**config.mk**
```make
export PLATFORM = sky130hd
export DESIGN_NAME = cache_stats
export DESIGN_NICKNAME = d
export VERILOG_FILES = /design/src/rtl/cache_stats.sv
export SDC_FILE = /design/constraint.sdc
export NUM_CORES = 1
export LEC_CHECK = 0
export ABC_CLOCK_PERIOD_IN_PS = 7450
export CORE_ASPECT_RATIO = 0.75
export CORE_MARGIN = 2
export CORE_UTILIZATION = 40
export CTS_BUF_LIST = sky130_fd_sc_hd__clkbuf_16
export DETAILED_ROUTE_END_ITERATION = 8
export DONT_BUFFER_PORTS = 1
export GPL_ROUTABILITY_DRIVEN = 1
export HOLD_SLACK_MARGIN = 0.08
export SETUP_SLACK_MARGIN = 0.4
export SLEW_MARGIN = 20
export SYNTH_ARGS = -nofsm -noshare
export SYNTH_HDL_FRONTEND = slang
export SYNTH_SLANG_ARGS = --single-unit
```
**constraint.sdc**
```tcl
create_clock -name clk -period 7.45 [get_ports clk]
set_input_delay 2.235 -clock clk [delete_from_list [all_inputs] [get_ports clk]]
set_output_delay 2.235 -clock clk [all_outputs]
set_load 0.05 [all_outputs]
```
**src/rtl/cache_stats.sv**
```systemverilog
// Hit-rate monitor: counts accesses/hits over a window of ACCESS_LIMIT accesses, then divides to per-mille.
// Latency: rate_valid rises NUM_W cycles after window_done (one restoring-division step per cycle).
// Backpressure: result held with rate_valid until rate_ready; accesses arriving while busy or holding are dropped.
//
// Ports:
//    clk, rst_n            clock, asynchronous active-low reset
//    start                 synchronous clear, restarts the window from any state
//    access_valid, hit     one completed cache access per cycle, hit qualified by access_valid
//    access_count          accesses counted in the current window
//    hit_count             hits counted in the current window
//    miss_count            misses counted (only when CACHE_STATS_MISS_CNT_EN is defined)
//    window_done           window full (dividing or holding the result)
//    busy                  divider running
//    rate_valid/rate_ready result handshake
//    rate_permille         floor(hit_count*SCALE/access_count)
//
// Build option: define CACHE_STATS_MISS_CNT_EN to add the miss_count output and its counter.

module cache_stats #(
   parameter  int ACCESS_LIMIT = 8192,
   parameter  int SCALE        = 1000,
   localparam int CNT_W        = $clog2(ACCESS_LIMIT + 1),
   localparam int NUM_W        = CNT_W + 10
) (
   input  logic             clk,
   input  logic             rst_n,
   input  logic             start,
   input  logic             access_valid,
   input  logic             hit,
   output logic [CNT_W-1:0] access_count,
   output logic [CNT_W-1:0] hit_count,
`ifdef CACHE_STATS_MISS_CNT_EN
   output logic [CNT_W-1:0] miss_count,
`endif
   output logic             window_done,
   output logic             busy,
   output logic             rate_valid,
   input  logic             rate_ready,
   output logic [9:0]       rate_permille
);

   localparam int                ITER_W    = $clog2(NUM_W + 1);
   localparam logic [NUM_W-1:0]  SCALE_N   = NUM_W'(SCALE);
   localparam logic [CNT_W-1:0]  LIMIT_C   = CNT_W'(ACCESS_LIMIT);
   localparam logic [ITER_W-1:0] LAST_ITER = ITER_W'(NUM_W - 1);

   typedef enum logic [1:0] {COUNT, DIVIDE, HOLD} state_t;

   state_t              state, state_nxt;
   logic [CNT_W-1:0]    acc_inc, hit_inc;
   logic                last_access;

   // Divider: num shifts the dividend out MSB-first while the quotient shifts in at the LSB,
   // so after NUM_W steps num holds the quotient. The divisor is the frozen access_count.
   logic [NUM_W-1:0]    num;
   logic [CNT_W-1:0]    rem;
   logic [ITER_W-1:0]   iter;
   logic [CNT_W:0]      rem_shift;
   logic [CNT_W-1:0]    rem_sub;
   logic                q_bit;

   assign acc_inc     = access_count + CNT_W'(1);
   assign hit_inc     = hit_count + CNT_W'(hit);
   assign last_access = access_valid && (acc_inc == LIMIT_C);

   // rem < divisor < 2^CNT_W, so the shifted remainder fits CNT_W+1 bits and, when the
   // subtraction is taken, the difference fits CNT_W bits (modular subtract is exact).
   assign rem_shift = {rem, num[NUM_W-1]};
   assign q_bit     = (rem_shift >= {1'b0, access_count});
   assign rem_sub   = rem_shift[CNT_W-1:0] - access_count;

   assign window_done = (state != COUNT);
   assign busy        = (state == DIVIDE);
   assign rate_valid  = (state == HOLD);

   always_ff @(posedge clk or negedge rst_n) begin
      if (!rst_n) state <= COUNT;
      else        state <= state_nxt;
   end

   always_comb begin
      state_nxt = state;
      case (state)
         COUNT:   if (last_access) state_nxt = DIVIDE;
         DIVIDE:  if (iter == LAST_ITER) state_nxt = HOLD;
         HOLD:    if (rate_ready) state_nxt = COUNT;
         default: state_nxt = COUNT;
      endcase
      if (start) state_nxt = COUNT;
   end

   always_ff @(posedge clk or negedge rst_n) begin
      if (!rst_n) begin
         access_count  <= '0;
         hit_count     <= '0;
         num           <= '0;
         rem           <= '0;
         iter          <= '0;
         rate_permille <= '0;
      end else if (start) begin
         access_count  <= '0;
         hit_count     <= '0;
         num           <= '0;
         rem           <= '0;
         iter          <= '0;
         rate_permille <= '0;
      end else begin
         case (state)
            COUNT: begin
               if (access_valid) begin
                  access_count <= acc_inc;
                  hit_count    <= hit_inc;
                  if (last_access) begin
                     // Dividend includes the hit of the access that closes the window.
                     num  <= NUM_W'(hit_inc) * SCALE_N;
                     rem  <= '0;
                     iter <= '0;
                  end
               end
            end
            DIVIDE: begin
               num  <= {num[NUM_W-2:0], q_bit};
               rem  <= q_bit ? rem_sub : rem_shift[CNT_W-1:0];
               iter <= iter + ITER_W'(1);
               // Quotient never exceeds SCALE, so only the low 10 bits matter.
               if (iter == LAST_ITER) rate_permille <= {num[8:0], q_bit};
            end
            HOLD: begin
               if (rate_ready) begin
                  access_count <= '0;
                  hit_count    <= '0;
               end
            end
            default: ;
         endcase
      end
   end

`ifdef CACHE_STATS_MISS_CNT_EN
   always_ff @(posedge clk or negedge rst_n) begin
      if (!rst_n)                                  miss_count <= '0;
      else if (start)                              miss_count <= '0;
      else if (state == COUNT && access_valid)     miss_count <= miss_count + CNT_W'(!hit);
      else if (state == HOLD && rate_ready)        miss_count <= '0;
   end
`endif

endmodule

```
==> results of run 1 <==
## stage by stage
step           worst slack (ns)  total power [mW]  hold slack, ns
6_report                 0.6408             1.136          0.4789
5_1_grt                  0.3201             1.193          0.5145
4_1_cts                  0.4572             1.154          0.4788
3_5_place_dp             0.1161            0.6580          0.4584
3_3_place_gp             0.2203            0.6555          0.4589
2_1_floorplan            0.4065            0.6146          0.4391
## worst max-delay path, cell delays in order
cell and delay (ns):
ha_1 0.17, and3_2 0.25, nand3_4 0.13, nor2_4 0.25
xor2_4 0.18, inv_2 0.10, fa_1 0.56, fa_1 0.44
fa_1 0.49, fa_1 0.51, inv_1 0.04, ha_1 0.35
a21o_1 0.24, nand2_1 0.07, o21ai_0 0.14, o41ai_2 0.37
o21ai_1 0.15, a21oi_2 0.16, nand4b_1 0.11, o211ai_1 0.14
## timing repair
item,in CTS,in global routing
setup buffers,0,3
hold buffers,0,0
setup endpoints to repair,0,6
resized for setup,0,14
## cells in the final DEF, fill, tap and decap left out, types with 19 or more instances in the layout
master,count
dfrtp_1,83
a22o_1,19
xnor2_1,27
inv_1,96
a21oi_1,31
nand2_1,81
ha_1,66
nor2_1,43
buf_4,25
fa_1,43
o21ai_0,51
## state kept, by name, indices dropped and copies added (netlist names)
name	cells
hit_count	14
iter	5
num	24
rem	14
access_count	14
rate_permille	10
state	2
## layout make-up
| class | count | area, um^2 |
|---|---|---|
| Clock buffer | 9 | 225.2 |
| Clock inverter | 7 | 93.84 |
| Fill cell | 1708 | 9559 |
| Inverter | 99 | 371.6 |
| Multi-Input combinational cell | 564 | 4735 |
| Sequential cell | 83 | 2077 |
| Tap cell | 242 | 302.8 |
| Timing Repair Buffer | 25 | 187.7 |
## metal layers
metal	up-vias	global-route usage	share of wire
li1	2682	-	-
met1	2629	0.2850	0.52
met2	116	0.2628	0.41
met3	8	0.04839	0.055
met4	0	0.02872	0.0061
met5	-	0	0
## path summary, 6_finish.rpt
kind | endpoint | depth (start not counted)
setup / recovery | num[22] | 20
hold / removal | num[15] | 2
setup reg to reg | num[22] | 20
hold reg to reg | num[15] | 2
max in group asynchronous | hit_count[9] | 0
min in group asynchronous | rate_permille[2] | 0
## power groups by stage
stage	Combinational, mW	Clock [mW]	Sequential [mW]
after CTS	0.183	0.504	0.466
after global routing	0.204	0.522	0.467
after detailed placement	0.183	0	0.475
after global placement	0.180	0	0.476
after floorplan	0.141	0	0.473
final	0.179	0.490	0.466
## cells by family (layout without fill, tap and decap cells)
family	count (synthesis)	after routing	synth area share
buffers and inverters	120	140	0.07049
and+or+nand+nor	205	205	0.1438
xor gates and xnor gates	52	52	0.06504
DFF	83	83	0.2918
muxes	16	16	0.02267
AOI/OAI and AO/OA	182	182	0.1693
adders and majority gates	109	109	0.2369
==> flow_summary.yaml, run 1 <==
cts:
  cts_tree: "built"
  htree_levels: 3
  clock_latency_ns: 0.35
  clock_sinks: 83
  cts_made_buffers: 9
  clockBufferDepth: 2
  cts.root.buffer_cell: "clkbuf_16"
  path_clk_slew_ns: 0.07
critical_path:
  worst-setup-path-type: "input port to flip-flop"
  crit_required_ns: 7.72
  crit_path_start: "hit"
  end_kind: "flip-flop"
  worstPathArrival_ns: 7.08
  rrSetupSlack_ns: 1.72
  crit_fanout: 4
  r2r_start: "hit_count[0]"
  start_kind: "input port"
pwr:
  vdd_drop_max_v: 0.00009680
  p_sw_mw: 0.3394
  power.internal_mw: 0.7963
  power_density_nw_per_um2: 142.1
  power_leakage_nw: 3.885
  pwr-share-seq: 0.410
  p_sw_frac: 0.2989
  p_clk_frac: 0.432
  pwr-share-comb: 0.158
yosys:
  yosys-top-cells-area: "dfrtp_1, fa_1, ha_1"
  yosysUniqueCellTypes: 63
  netlist_area_um2: 7118
  yosysWarnings: 0
  async_flop_share: 1.000
  synth.avg_cell_area_um2: 9.280
  yosys.area.top_type: "dfrtp_1"
  synth.top_cell.area_share: 0.2918
  synth_fp_nets: 882
  ys_seq_elements: 83
  synth_edf_count: 0
  synth_flop_cell: "dfrtp_1"
  netlist_top_cells_count: "inv_1, dfrtp_1, nand2_1"
  ys_seq_area_frac: 0.2918
  synthCells: 767
  synth.most_common_cell: "inv_1"
die:
  initial_core_util: 0.4055
  core_region_area_um2: 17550
  io_pins: 47
  fp.dieW_um: 158.0
  dieArea_um2: 18890
  std_cell_rows: 42
  die_height_um: 119.5
sta:
  fin_crit_sh: 0.9140
  tns_ns: 0
  tightest_slew_ns: 0.8655
  finalHoldViolCount: 0
  rsz0062_at_grt: "no"
  finalClockSkew_ns: 0.009628
  setup_viol: 0
  min_period_ns: 6.809
  maxSlewHeadroom: 0.4187
  max_freq_ghz: 0.1469
  drv_slew: 0
finish:
  syn2layout_area_growth_pct: 12.29
  final_cells: 1029
  drive_above_1_share: 0.1156
  design_area_um2: 7993
  final_util: 0.4554
  num_antenna_cells: 0
  nets: 897
routing:
  vias: 5435
  drtIter0Drc: 313
  wl_per_cell_um: 16.13
  viasPerCell: 5.282
  drcViolationCount: 0
  final_antenna_net_count: 0
  dr.pass1.iters: 5
  routed_wl_mm: 16.59
global_route:
  grt_max_degree: 84
  grt_first_pass_wirelength_mm: 27.26
  grt-ovfl-total: 0
  antenna_found_initial: 0
  grt_pass1_vias: 5096
  track_usage: 0.1844
min_path:
  hp-class: "flip-flop to flip-flop"
  min_from: "num[15]"
placed_design:
  hpwlAfterDp_mm: 12.49
  place.gp.congestion: 0.8669
  dp.cells: 1010
  portBuffers: 0
  postPlaceCellArea_um2: 7576
run:
  drv_cap: 0
run_status:
  status: "finished, final reports clean"
Power figures use the tool's default switching activity.
==> run 2: changes to the inputs <==
--- a/config.mk
+++ b/config.mk
@@ -14,7 +14,6 @@
 export DONT_BUFFER_PORTS = 1
 export GPL_ROUTABILITY_DRIVEN = 1
 export HOLD_SLACK_MARGIN = 0.08
-export SETUP_SLACK_MARGIN = 0.4
 export SLEW_MARGIN = 20
 export SYNTH_ARGS = -nofsm -noshare
 export SYNTH_HDL_FRONTEND = slang
==> run 2 against run 1 <==
  * Die area stayed put
  * First-iteration DRC count is 23% higher
  * Core utilization is 0.71 points lower
  * Sequential share of layout area is 0.41 points higher
  * Routed wire length is 2.4% higher
  * Global-route usage is 0.54 points higher
  * Combinational power hardly changed
  * Count of clock-buffer cells in the layout stayed put
  * Sequential cell count stayed put
  * Non-clock buffer count is 6 higher
  * Register-to-register slack worse by 0.27 ns
  * Power is 2.4% lower
  * Highest routed layer unchanged
==> flow_summary.yaml, run 2 (synthesis gave the netlist of run 1 again) <==
sta:
  rsz0062_at_grt: "no"
  drv_slew: 0
  maxSlewHeadroom: 0.3676
  finalClockSkew_ns: 0.01368
  finalHoldViolCount: 0
  tightest_slew_ns: 0.9455
  setup_viol: 0
  min_period_ns: 7.063
  max_freq_ghz: 0.1416
  fin_crit_sh: 0.9481
cts:
  clock_sinks: 83
  htree_levels: 3
  cts.root.buffer_cell: "clkbuf_16"
  cts_hold_buf: 0
  cts_tree: "built"
  clock_latency_ns: 0.34
  cts_resized: 0
  postCtsSetupBuffers: 0
  path_clk_slew_ns: 0.07
  clockBufferDepth: 2
  cts_made_buffers: 9
die:
  initial_core_util: 0.4055
  fp.dieW_um: 158.0
  core_region_area_um2: 17550
  io_pins: 47
  std_cell_rows: 42
  dieArea_um2: 18890
  die_height_um: 119.5
finish:
  final_util: 0.4482
  nets: 903
  regMostFlops: "num"
  final_cell_mix: "inv_1, dfrtp_1, nand2_1"
  largest_register_ff_count: 24
  final_common_cell: "inv_1"
  syn2layout_area_growth_pct: 10.53
  drive_above_1_share: 0.09584
  num_antenna_cells: 0
pwr:
  p_clk_frac: 0.419
  vdd_drop_max_v: 0.0001001
  p_sw_mw: 0.3434
  pwr-share-seq: 0.420
  power_density_nw_per_um2: 140.9
  p_sw_frac: 0.3097
  power.internal_mw: 0.7652
  pwr-share-comb: 0.161
  power_leakage_nw: 3.889
  p_total_mw: 1.109
global_route:
  grt_max_degree: 84
  grt_busiest_layer: "met1"
  antenna_found_initial: 0
  grt_first_pass_wirelength_mm: 28.47
  grt-ovfl-total: 0
  met3_usage: 0.04117
  grt_use_met1: 0.3025
  grt_pass1_vias: 5342
  track_usage: 0.1898
  grtUsageMet2: 0.2723
routing:
  drtIter0Drc: 386
  viasPerCell: 5.320
  drcViolationCount: 0
  vias: 5506
  dr.pass1.iters: 6
  final_antenna_net_count: 0
  wl_per_cell_um: 16.42
  routed_wl_mm: 17.00
critical_path:
  start_kind: "input port"
  r2r-end: "num[23]"
  rrSetupSlack_ns: 1.45
  crit_fanout: 5
  end_kind: "flip-flop"
  worstPathArrival_ns: 7.29
  r2r_start: "hit_count[0]"
  r2r_cells: 21
  worst-setup-path-type: "input port to flip-flop"
  crit_required_ns: 7.68
run_status:
  status: "finished, final reports clean"
placed_design:
  place.gp.congestion: 0.8730
  hpwlAfterDp_mm: 12.69
  portBuffers: 0
run:
  drv_cap: 0
min_path:
  min_to: "num[13]"
  hp-class: "flip-flop to flip-flop"
  hold_path_depth: 2
  min_from: "num[13]"
run 2: cell types whose count changed in the layout (fill, tap and decap cells not counted), sizes merged:
cell	change
buf	+6
clkinv	+2
bufinv	-1
clkinvlp	-1
run 2: metrics by stage:
step	hold slack, ns	cells	setup TNS, ns	setup slack (ns)	instance area (um^2)
after global routing	0.5156	1035	0	0.003075	7868
final	0.4742	1035	0	0.3869	7868
after detailed placement	0.4630	1019	-0.05552	-0.05552	7542
after CTS	0.4783	1035	0	0.2995	7846
after global placement	0.4596	1019	0	0.04562	7542
after floorplan	0.4391	767	0	0.1490	7118
run 2: worst max path at each step:
| stage | slack [ns] | cells past startpoint | end | startpoint |
|---|---|---|---|---|
| 2_1_floorplan | 0.15 | 19 | num[23] | hit |
| 3_3_place_gp | 0.05 | 22 | num[20] | hit |
| 3_5_place_dp | -0.06 | 19 | num[23] | hit |
| 4_1_cts | 0.30 | 19 | num[23] | hit |
| 5_1_grt | 0.003 | 21 | num[23] | hit |
| 6_report | 0.39 | 21 | num[23] | hit |
run 2: layer usage:
metal | wire length, um | part of all wire | vias to the layer above
li1 | - | - | 2694
met1 | 8913 | 0.52 | 2661
met2 | 6950 | 0.41 | 149
met3 | 1108 | 0.065 | 2
met4 | 22 | 0.0013 | 0
met5 | 0 | 0 | -
run 2: power by group through the flow:
stage          sequential [mW]  clock (mW)  combinational, mW
6_report                 0.465       0.465              0.179
5_1_grt                  0.466       0.491              0.204
4_1_cts                  0.465       0.471              0.180
3_5_place_dp             0.474           0              0.179
3_3_place_gp             0.474           0              0.177
2_1_floorplan            0.473           0              0.141
run 2: worst max-delay path, stage by stage:
cell      delay [ns]
ha_1            0.16
and3_1          0.26
nand3_1         0.16
buf_4           0.22
xor2_1          0.17
inv_1           0.14
ha_1            0.29
inv_1           0.05
fa_1            0.58
fa_1            0.45
fa_1            0.55
inv_1           0.04
ha_1            0.33
o21a_1          0.20
or2_2           0.30
a31oi_2         0.23
o31a_1          0.21
o21ai_0         0.15
a221oi_1        0.33
xnor2_1         0.17
o21ai_1         0.07
run 2: cell type report:
class | instances | area, um^2
clock inverter | 7 | 78.83
fill | 1726 | 9684
clock buffer | 9 | 225.2
inverter | 99 | 371.6
sequential | 83 | 2077
timing repair buffer | 31 | 232.7
multi-input combinational | 564 | 4579
tap | 242 | 302.8
==> run 3: changes to the inputs <==
--- a/config.mk
+++ b/config.mk
@@ -6,7 +6,6 @@
 export NUM_CORES = 1
 export LEC_CHECK = 0
 export ABC_CLOCK_PERIOD_IN_PS = 7450
-export CORE_ASPECT_RATIO = 0.75
 export CORE_MARGIN = 2
 export CORE_UTILIZATION = 40
 export CTS_BUF_LIST = sky130_fd_sc_hd__clkbuf_16
==> run 3 against run 2 <==
  * Critical path depth is 1 lower
  * Worst setup slack better by 0.073 ns
  * Worst hold slack lost 0.00071 ns
  * Fmax up 1.0%
  * Sequential power about the same
  * Non-clock buffer count shrank 7
  * Cell area is 1.2% lower
  * Count of clock-buffer cells in the layout did not move
  * Die area about the same
  * Clock skew fell by 0.0065 ns
  * Sequential cell count did not move
  * Routed wire length down 5.8%
  * Largest cell class unchanged
  * Largest power group is now clock
  * Highest routed layer unchanged
==> flow_summary.yaml, run 3 (synthesis gave the netlist of run 1 again) <==
run_status:
  status: "finished, final reports clean"
critical_path:
  cpLargestDelayFamily: "adder cells"
  cp_slowest_cell: "fa_1"
  end_kind: "flip-flop"
  crit_fanout: 5
  worstPathArrival_ns: 7.22
  worst_path_largest_cell_delay_ns: 0.58
  start_kind: "input port"
  crit_required_ns: 7.68
  worst-setup-path-type: "input port to flip-flop"
  crit_buf_inv: 4
  path_cells: "ha_1 > and3_1 > nand3_1 > buf_4 > xor2_1 > inv_1 > xnor2_1 > inv_1 > fa_1 > fa_1 > fa_1 > inv_1 > ha_1 > or3_1 > nor3_1 > o31a_1 > o21ai_0 > a221oi_1 > xnor2_1 > o21ai_1"
routing:
  drtIter0Drc: 340
  final_antenna_net_count: 0
  viasPerCell: 5.335
  vias: 5394
  drcViolationCount: 0
  routed_wl_mm: 16.01
  dr.pass1.iters: 5
  wl_per_cell_um: 15.83
sta:
  drv_slew: 0
  fin_crit_sh: 0.9382
  finalClockSkew_ns: 0.007144
  setup_viol: 0
  finalHoldViolCount: 0
  tightest_slew_ns: 1.130
  min_period_ns: 6.990
  maxSlewHeadroom: 0.2464
  tns_ns: 0
  max_freq_ghz: 0.1431
  rsz0062_at_grt: "no"
finish:
  regArea_um2: 2077
  syn2layout_area_growth_pct: 9.193
  fillers: 1670
  nets: 896
  multi_input_area_um2: 4556
  largest_register_ff_count: 24
  design_area_um2: 7772
  num_antenna_cells: 0
  final_cell_mix: "inv_1, dfrtp_1, nand2_1"
  final_cells: 1011
  drive_above_1_share: 0.08651
  regMostFlops: "num"
  final_common_cell: "inv_1"
placed_design:
  postPlaceCellArea_um2: 7457
  hpwlAfterDp_mm: 12.03
  portBuffers: 0
  dp.cells: 995
  place.gp.congestion: 0.8500
cts:
  clock_latency_ns: 0.36
  cts_tree: "built"
  htree_levels: 3
  clock_sinks: 83
  clockBufferDepth: 2
  path_clk_slew_ns: 0.07
  postCtsSetupBuffers: 0
  cts_made_buffers: 9
  cts_hold_buf: 0
  cts.root.buffer_cell: "clkbuf_16"
die:
  die_height_um: 137.4
  io_pins: 47
  core_region_area_um2: 17360
  dieArea_um2: 18880
  std_cell_rows: 48
  fp.dieW_um: 137.4
  initial_core_util: 0.4101
global_route:
  grt_max_degree: 84
  grt_first_pass_wirelength_mm: 27.53
  grt-ovfl-total: 0
  met3_usage: 0.04562
  track_usage: 0.1857
  grt_use_met1: 0.2619
  grtUsageMet2: 0.2847
  antenna_found_initial: 0
  grt_busiest_layer: "met2"
  grt_pass1_vias: 5309
run:
  drv_cap: 0
pwr:
  power_leakage_nw: 3.856
  vdd_drop_max_v: 0.0001272
  power_density_nw_per_um2: 143.5
min_path:
  hp-class: "flip-flop to flip-flop"
run 3: changes by cell type in the layout (fill, tap and decap cells not counted), sizes merged:
cell,delta
inv,-1
clkinvlp,+1
buf,-7
bufinv,+1
clkinv,-1
run 3: worst paths after layout:
check	from	end	slack, ns	cells after the start
min reg2reg	num[13]	num[13]	0.47	2
min	num[13]	num[13]	0.47	2
min in group asynchronous	rst_n	access_count[9]	1.57	0
max	hit	num[23]	0.46	20
max reg2reg	hit_count[0]	num[23]	1.52	20
max in group asynchronous	rst_n	hit_count[3]	5.65	0
run 3: layer usage:
metal  wire length [um]  vias to the layer above  part of all wire
met4                197                        0             0.012
met2               6844                       89              0.43
li1                   -                     2686                 -
met1               8187                     2605              0.51
met3                779                       14             0.049
met5                  0                        -                 0
run 3: layout make-up:
type                       count  area share
multi-input combinational    564      0.5861
sequential                    83      0.2672
inverter                      99     0.04781
tap                          225     0.03622
clock buffer                   9     0.02898
timing repair buffer          24     0.02318
clock inverter                 7     0.01046
run 3: repair_timing:
action,in CTS,in global routing
setup endpoints to repair,0,1
hold endpoints to repair,0,0
resized for setup,0,1
run 3: stage by stage:
step / setup WS (ns) / util / power, mW / hold slack [ns]
final: 0.4603 / 0.4478 / 1.115 / 0.4735
after global routing: 0.01371 / 0.4478 / 1.174 / 0.5104
after CTS: 0.3957 / 0.4473 / 1.128 / 0.4752
after detailed placement: 0.05590 / 0.4296 / 0.6512 / 0.4598
after global placement: 0.09375 / 0.4296 / 0.6496 / 0.4516
after floorplan: 0.1490 / - / 0.6146 / 0.4391
run 3: tightest hold or removal path, cell delays in order (launching register included):
cell	delay, ns
dfrtp_1	0.35
nand2_1	0.05
nand2_1	0.05
run 3: where the power goes:
part           switching [mW]  internal [mW]  total, mW  leakage [nW]
combinational           0.102         0.0739      0.176          2.55
sequential             0.0143          0.452      0.467          1.16
clock                   0.208          0.265      0.472         0.147
total                   0.324          0.791       1.12          3.86
